### src/rtl/rggen_riscv_csrbus_requester_if.sv
// riscv_csrbus_if: CSR bus between the core-side requester (master) and the RgGen adapter (slave)
//  valid, csr, funct3, rs1, rs1_value : master -> slave
//  ready, rd_value, error             : slave  -> master
interface riscv_csrbus_if #(
    parameter int XLEN = 32
);
    logic            valid;
    logic [11:0]     csr;
    logic [2:0]      funct3;
    logic [4:0]      rs1;
    logic [XLEN-1:0] rs1_value;
    logic            ready;
    logic [XLEN-1:0] rd_value;
    logic            error;
    modport master (
        output valid, csr, funct3, rs1, rs1_value,
        input  ready, rd_value, error
    );
    modport slave (
        input  valid, csr, funct3, rs1, rs1_value,
        output ready, rd_value, error
    );
endinterface

### src/rtl/rggen_riscv_csrbus_requester.sv
// rggen_riscv_csrbus_requester: one-outstanding Zicsr requester driving riscv_csrbus_if
//  i_clk, i_rst            clock, asynchronous active-high reset
//  i_req_*                 decoded Zicsr request from execute (valid/ready handshake)
//  o_rsp_*, i_rsp_ready    response to writeback (rd echo, old CSR value, error)
//  csrbus_if               master side of the CSR bus
//  Optional bus-wait timeout: define RGGEN_RISCV_CSRBUS_TIMEOUT_EN
module rggen_riscv_csrbus_requester #(
    parameter int XLEN           = 32,
    parameter int TIMEOUT_CYCLES = 256
) (
    input  logic            i_clk,
    input  logic            i_rst,
    input  logic            i_req_valid,
    output logic            o_req_ready,
    input  logic [2:0]      i_req_funct3,
    input  logic [11:0]     i_req_csr,
    input  logic [4:0]      i_req_rs1,
    input  logic [XLEN-1:0] i_req_rs1_value,
    input  logic [4:0]      i_req_rd,
    output logic            o_rsp_valid,
    input  logic            i_rsp_ready,
    output logic [4:0]      o_rsp_rd,
    output logic [XLEN-1:0] o_rsp_rd_value,
    output logic            o_rsp_error,
    riscv_csrbus_if.master  csrbus_if
);
    typedef enum logic [1:0] {IDLE, BUS, RSP} state_t;

    if (TIMEOUT_CYCLES < 1) begin : g_bad_timeout
        $error("TIMEOUT_CYCLES must be at least 1");
    end

    state_t          state;
    state_t          state_d;
    logic [2:0]      h_funct3;
    logic [11:0]     h_csr;
    logic [4:0]      h_rs1;
    logic [XLEN-1:0] h_rs1_value;
    logic [4:0]      h_rd;
    logic            bus_timeout;
    logic            legal;
    logic            accept;

    // funct3 000 and 100 are not Zicsr encodings
    assign legal  = i_req_funct3[1:0] != 2'b00;
    assign accept = state == IDLE && i_req_valid;

`ifdef RGGEN_RISCV_CSRBUS_TIMEOUT_EN
    localparam int CW = $clog2(TIMEOUT_CYCLES + 1);
    logic [CW-1:0] wait_cnt;
    // ready on the expiry cycle still wins
    assign bus_timeout = state == BUS && !csrbus_if.ready && wait_cnt == CW'(TIMEOUT_CYCLES - 1);
    always_ff @(posedge i_clk or posedge i_rst) begin
        if (i_rst)
            wait_cnt <= '0;
        else
            wait_cnt <= (state == BUS && !csrbus_if.ready) ? wait_cnt + 1'b1 : '0;
    end
`else
    assign bus_timeout = 1'b0;
`endif

    always_comb begin
        state_d         = state;
        o_req_ready     = 1'b0;
        o_rsp_valid     = 1'b0;
        csrbus_if.valid = 1'b0;
        case (state)
            IDLE: begin
                o_req_ready = 1'b1;
                if (i_req_valid)
                    state_d = legal ? BUS : RSP;
            end
            BUS: begin
                csrbus_if.valid = 1'b1;
                if (csrbus_if.ready || bus_timeout)
                    state_d = RSP;
            end
            RSP: begin
                o_rsp_valid = 1'b1;
                if (i_rsp_ready)
                    state_d = IDLE;
            end
            default: state_d = IDLE;
        endcase
    end

    always_ff @(posedge i_clk or posedge i_rst) begin
        if (i_rst) begin
            state          <= IDLE;
            h_funct3       <= '0;
            h_csr          <= '0;
            h_rs1          <= '0;
            h_rs1_value    <= '0;
            h_rd           <= '0;
            o_rsp_rd_value <= '0;
            o_rsp_error    <= 1'b0;
        end else begin
            state <= state_d;
            if (accept) begin
                h_funct3       <= i_req_funct3;
                h_csr          <= i_req_csr;
                h_rs1          <= i_req_rs1;
                h_rs1_value    <= i_req_rs1_value;
                h_rd           <= i_req_rd;
                o_rsp_rd_value <= '0;
                o_rsp_error    <= !legal;
            end
            if (state == BUS && csrbus_if.ready) begin
                o_rsp_rd_value <= csrbus_if.rd_value;
                o_rsp_error    <= csrbus_if.error;
            end else if (bus_timeout) begin
                o_rsp_rd_value <= '0;
                o_rsp_error    <= 1'b1;
            end
        end
    end

    assign csrbus_if.csr       = h_csr;
    assign csrbus_if.funct3    = h_funct3;
    assign csrbus_if.rs1       = h_rs1;
    assign csrbus_if.rs1_value = h_rs1_value;
    assign o_rsp_rd            = h_rd;
endmodule
### src/flat_wrapper.sv
// flat-port wrapper written by rule: the top's interface ports become plain ports
module rggen_riscv_csrbus_requester_flat 
#(
    parameter int XLEN           = 32,
    parameter int TIMEOUT_CYCLES = 256
)
  (i_clk, i_rst, i_req_valid, o_req_ready, i_req_funct3, i_req_csr, i_req_rs1, i_req_rs1_value, i_req_rd, o_rsp_valid, i_rsp_ready, o_rsp_rd, o_rsp_rd_value, o_rsp_error, csrbus_if_valid, csrbus_if_csr, csrbus_if_funct3, csrbus_if_rs1, csrbus_if_rs1_value, csrbus_if_ready, csrbus_if_rd_value, csrbus_if_error);
  riscv_csrbus_if #(.XLEN(XLEN)) csrbus_if_i ();
  input  logic i_clk;
  input  logic i_rst;
  input  logic i_req_valid;
  output logic o_req_ready;
  input  logic [2:0] i_req_funct3;
  input  logic [11:0] i_req_csr;
  input  logic [4:0] i_req_rs1;
  input  logic [XLEN-1:0] i_req_rs1_value;
  input  logic [4:0] i_req_rd;
  output logic o_rsp_valid;
  input  logic i_rsp_ready;
  output logic [4:0] o_rsp_rd;
  output logic [XLEN-1:0] o_rsp_rd_value;
  output logic o_rsp_error;
  output wire logic [$bits(csrbus_if_i.valid)-1:0] csrbus_if_valid;
  output wire logic [$bits(csrbus_if_i.csr)-1:0] csrbus_if_csr;
  output wire logic [$bits(csrbus_if_i.funct3)-1:0] csrbus_if_funct3;
  output wire logic [$bits(csrbus_if_i.rs1)-1:0] csrbus_if_rs1;
  output wire logic [$bits(csrbus_if_i.rs1_value)-1:0] csrbus_if_rs1_value;
  input wire logic [$bits(csrbus_if_i.ready)-1:0] csrbus_if_ready;
  input wire logic [$bits(csrbus_if_i.rd_value)-1:0] csrbus_if_rd_value;
  input wire logic [$bits(csrbus_if_i.error)-1:0] csrbus_if_error;
  assign csrbus_if_valid = csrbus_if_i.valid;
  assign csrbus_if_csr = csrbus_if_i.csr;
  assign csrbus_if_funct3 = csrbus_if_i.funct3;
  assign csrbus_if_rs1 = csrbus_if_i.rs1;
  assign csrbus_if_rs1_value = csrbus_if_i.rs1_value;
  assign csrbus_if_i.ready = csrbus_if_ready;
  assign csrbus_if_i.rd_value = csrbus_if_rd_value;
  assign csrbus_if_i.error = csrbus_if_error;
  rggen_riscv_csrbus_requester #(.XLEN(XLEN), .TIMEOUT_CYCLES(TIMEOUT_CYCLES)) u_core (.i_clk(i_clk), .i_rst(i_rst), .i_req_valid(i_req_valid), .o_req_ready(o_req_ready), .i_req_funct3(i_req_funct3), .i_req_csr(i_req_csr), .i_req_rs1(i_req_rs1), .i_req_rs1_value(i_req_rs1_value), .i_req_rd(i_req_rd), .o_rsp_valid(o_rsp_valid), .i_rsp_ready(i_rsp_ready), .o_rsp_rd(o_rsp_rd), .o_rsp_rd_value(o_rsp_rd_value), .o_rsp_error(o_rsp_error), .csrbus_if(csrbus_if_i));
endmodule
### config.mk
export PLATFORM = sky130hd
export DESIGN_NAME = rggen_riscv_csrbus_requester_flat
export DESIGN_NICKNAME = d
export VERILOG_FILES = /design/src/rtl/rggen_riscv_csrbus_requester_if.sv /design/src/rtl/rggen_riscv_csrbus_requester.sv /design/src/flat_wrapper.sv
export SDC_FILE = /design/constraint.sdc
export NUM_CORES = 1
export LEC_CHECK = 0
export CORE_MARGIN = 4
export CORE_UTILIZATION = 39
export CTS_CLUSTER_DIAMETER = 120
export CTS_CLUSTER_SIZE = 28
export DETAILED_ROUTE_END_ITERATION = 12
export PLACE_DENSITY_LB_ADDON = 0.08
export REMOVE_ABC_BUFFERS = 1
export SLEW_MARGIN = 20
export SYNTH_ARGS = -nofsm -noshare
export SYNTH_HDL_FRONTEND = slang
export SYNTH_SLANG_ARGS = --single-unit
### constraint.sdc
create_clock -name i_clk -period 3.3 [get_ports i_clk]
set_input_delay 0.33 -clock i_clk [delete_from_list [all_inputs] [get_ports i_clk]]
set_output_delay 0.33 -clock i_clk [all_outputs]
set_load 0.01 [all_outputs]
==> impl_results.rst <==
.. list-table::
   :header-rows: 1

   * - Metric
     - Value
   * - Number of global-route vias before repair
     - 2,591
   * - Total clock buffers created by CTS
     - 9
   * - Floorplan die width
     - 102 um
   * - Largest family of logic cells by synthesized area
     - multiplexers
   * - Antenna violations before repair
     - 0
   * - Synthesized-area fraction occupied by and/or/nand/nor cells
     - 2.36%
   * - Routed wire length
     - 8600 um
   * - Clock slew seen by the registers of the worst setup and hold paths
     - 90 ps
   * - Clock insertion delay at the later pin of the skew report
     - 330 ps
   * - Detailed-placement wirelength estimate
     - 6260 um
   * - Setup violation total in the final timing report
     - 0
   * - Mapped cell area
     - 3450 um2
   * - Share of the core filled with cells in the final layout
     - 64.2%
   * - Antenna cell count
     - 0
   * - Compound-cell area share of the yosys netlist
     - 8.85%
   * - Last weighted congestion value of the routability-driven placer
     - 0.750
   * - Max-Slew Margin vs Limit
     - 50.3%
   * - Final routed DRC violation total
     - 0
   * - Mux contribution to synthesized area
     - 18.9%
   * - Worst slack after detailed placement
     - 1160 ps
   * - Number of inserted filler cells in the final layout
     - 686
   * - Die height
     - 102 um
   * - H-tree depth
     - 3
   * - Non-Filler Instances
     - 510
   * - Number of hold-repair buffers added at the cts stage
     - 0
   * - Initial DRT Pass Iterations
     - 4
   * - Nature of the critical path endpoint
     - output port
   * - Maximum vdd ir drop
     - 0.374 mV
   * - Leakage dissipation
     - 2.35 nW
   * - Delay contributed by the slowest stage of the critical path
     - 560 ps
   * - Chain of cells forming the critical path
     - nor2b_1, clkdlybuf4s50_1
   * - Cell type group with the largest total delay on the critical path
     - buffers and inverters
   * - Via count
     - 2,462
   * - Clock network power share
     - 14.4%
   * - Total Die Area
     - 10,400 um2
   * - Final worst-path cycle share
     - 58.4%
   * - Final net count
     - 494
   * - Switching power total
     - 0.00141 W
   * - Cell internal pwr
     - 0.00331 W
   * - Yosys reg bits
     - 92
   * - Max stage delay cell, worst path
     - clkdlybuf4s50_1
   * - Max Buffers Root-to-Sink
     - 2
   * - Post-synthesis cell count
     - 211
   * - Global-route wire length before repair
     - 13,200 um
   * - CP Class
     - reg -> out
   * - Fin Clk Skew
     - 7.66 ps
   * - Register area share after synthesis
     - 66.7%
   * - Number of placement rows
     - 34
   * - CTS tree
     - yes
   * - Power density relative to cell area
     - 848 nW/um2
   * - FF+latch area
     - 2300 um2
   * - Initial DRC Count
     - 43
   * - Relative contribution of combinational cells to total power
     - 45.4%
   * - Sw frac
     - 29.9%
   * - Data arrival time of the worst path
     - 1600 ps
   * - Sequential fraction of design power
     - 40.2%
   * - Cell count after placement
     - 496
   * - Status
     - finished clean
   * - Number of flops mapped to enable cells by yosys
     - 0
   * - Critical Path Source Type
     - flop
   * - Clock tree root buffer cell
     - clkbuf_8
   * - # IOs
     - 188
   * - Layout cell share with drive strength beyond 1
     - 14.7%
   * - Maximum clock frequency
     - 519 MHz
   * - CTS resizes
     - 0
   * - Slew at the pin with the worst max-slew slack
     - 744 ps
   * - Num Clock Sinks
     - 92
   * - Classification of the worst-slack hold path
     - in -> async
   * - Data required, critical path
     - 2970 ps
   * - Largest net degree at the start of global routing
     - 93
   * - Number of distinct library cell variants in the gate-level netlist after synthesis
     - 19
   * - Effective utilization at floorplan
     - 39.7%
   * - Maximum fanout encountered on the critical timing path
     - 7
   * - Ys Warns
     - 0
   * - Max-capacitance violation count
     - 0
   * - Overall track demand over capacity in global routing
     - 16.4%
   * - Worst reg2reg setup slack
     - 1520 ps
   * - Area of the core region
     - 8680 um2
   * - Post-route setup TNS
     - 0 ps
   * - Routed Antenna Nets
     - 0
   * - Main synth FF type
     - dfrtp_1
   * - Hold Vio Cnt, Final
     - 0
   * - Routed via count divided by cell count
     - 4.83
   * - GRT overflow
     - 0
   * - Final routed wire length divided by cell count
     - 16.9 um
   * - Layout overhead on the synthesized area
     - 61.5%
   * - IO buf count
     - 187
   * - Setup slack after layout
     - 1370 ps
   * - Xor/xnor share of the synthesized area
     - 0%
   * - Post-CTS setup buffer count
     - 0
   * - Post-synthesis adder-cell area fraction
     - 0%
   * - Min cycle time layout
     - 1930 ps
   * - Setup repair after global routing missed its margin
     - false
   * - Multi-input logic area
     - 1040 um2
   * - Final Hold Slack
     - 367 ps
   * - Count of final max-slew check failures
     - 0
   * - Asr flop ratio synth
     - 100%
   * - CP Buf/Inv Count
     - 1
   * - Per-instance average area after synthesis
     - 16.3 um2
## layout by cell type, fill, tap and decap left out, types with 3 or more instances in the layout
cell             instances
clkdlybuf4s50_1        187
dfrtp_1                 92
mux2_2                  38
a22o_1                  32
mux2_1                  20
clkbuf_8                12
clkinv_2                 3
buf_4                    3
## per-layer routing
layer  vias to the layer above  wire length, um  GRT usage, %
li1                       1137                -             -
met1                      1199             3530          21.4
met2                       115             4070          25.8
met3                        11              886          5.53
met4                         0              116          5.25
met5                         -                0             0
## cell usage after synthesis, types with 2 or more instances
cell | number | share of area (%)
a22o_1 | 32 | 8.1
buf_2 | 5 | 0.73
buf_4 | 6 | 1.3
buf_6 | 3 | 0.98
dfrtp_1 | 92 | 67
mux2_1 | 20 | 6.5
mux2_2 | 38 | 12
nor2_1 | 2 | 0.22
nor2b_1 | 2 | 0.36
o21ai_0 | 2 | 0.29
## power by group through the flow
stage	clock network (W)	registers (W)	logic, W
global placement	0	0.00190	0.00215
floorplan	0	0.00214	0.000607
detailed placement	0	0.00192	0.00218
CTS	0.000706	0.00190	0.00219
global route	0.000747	0.00198	0.00229
finish	0.000680	0.00190	0.00215
## sequential cells by signal, indices dropped and copies added, names as in the netlist
signal and count:
u_core.csrbus_if.rs1_value 32, u_core.o_rsp_rd_value 32, u_core.csrbus_if.csr 12, u_core.csrbus_if.rs1 5, u_core.o_rsp_rd 5, u_core.csrbus_if.funct3 3, u_core.state 2, u_core.o_rsp_error 1
## through the flow
step	instance area [um2]	total power, W
6_report	5570	0.00472
5_1_grt	5570	0.00501
4_1_cts	5570	0.00479
3_5_place_dp	5400	0.00410
3_3_place_gp	5400	0.00405
2_1_floorplan	3350	0.00275
## path summary, 6_finish.rpt
check / from / to / cells after the start
setup / recovery: u_core.state[1] / o_rsp_valid / 2
hold reg to reg: u_core.csrbus_if.rs1_value[23] / u_core.csrbus_if.rs1_value[23] / 1
max in group asynchronous: i_rst / u_core.o_rsp_rd_value[27] / 3
setup reg to reg: u_core.state[0] / u_core.o_rsp_error / 4
min in group i_clk: u_core.csrbus_if.rs1_value[23] / u_core.csrbus_if.rs1_value[23] / 1
hold / removal: i_rst / u_core.csrbus_if.rs1_value[20] / 3
## cell type report
type / count / area share [%]
clock buffer: 12 / 2.96
clock inverter: 2 / 0.180
inverter: 1 / 0.0898
multi-input combinational: 104 / 18.7
sequential: 92 / 41.3
tap: 108 / 2.43
timing repair buffer: 191 / 34.4
## worst reg2reg max path, cell delays in order (launching register included)
cell,delay [ps]
dfrtp_1,520
nor3b_4,80
buf_4,240
nor2_4,630
a221o_1,260
## logic make-up after synthesis
| kind of cell | after synthesis |
|---|---|
| buffers and inverters | 15 |
| and+or+nand+nor | 10 |
| AOI/OAI and AO/OA | 36 |
| DFF | 92 |
| muxes | 58 |
Note: power is estimated with default switching activity, not from simulation.
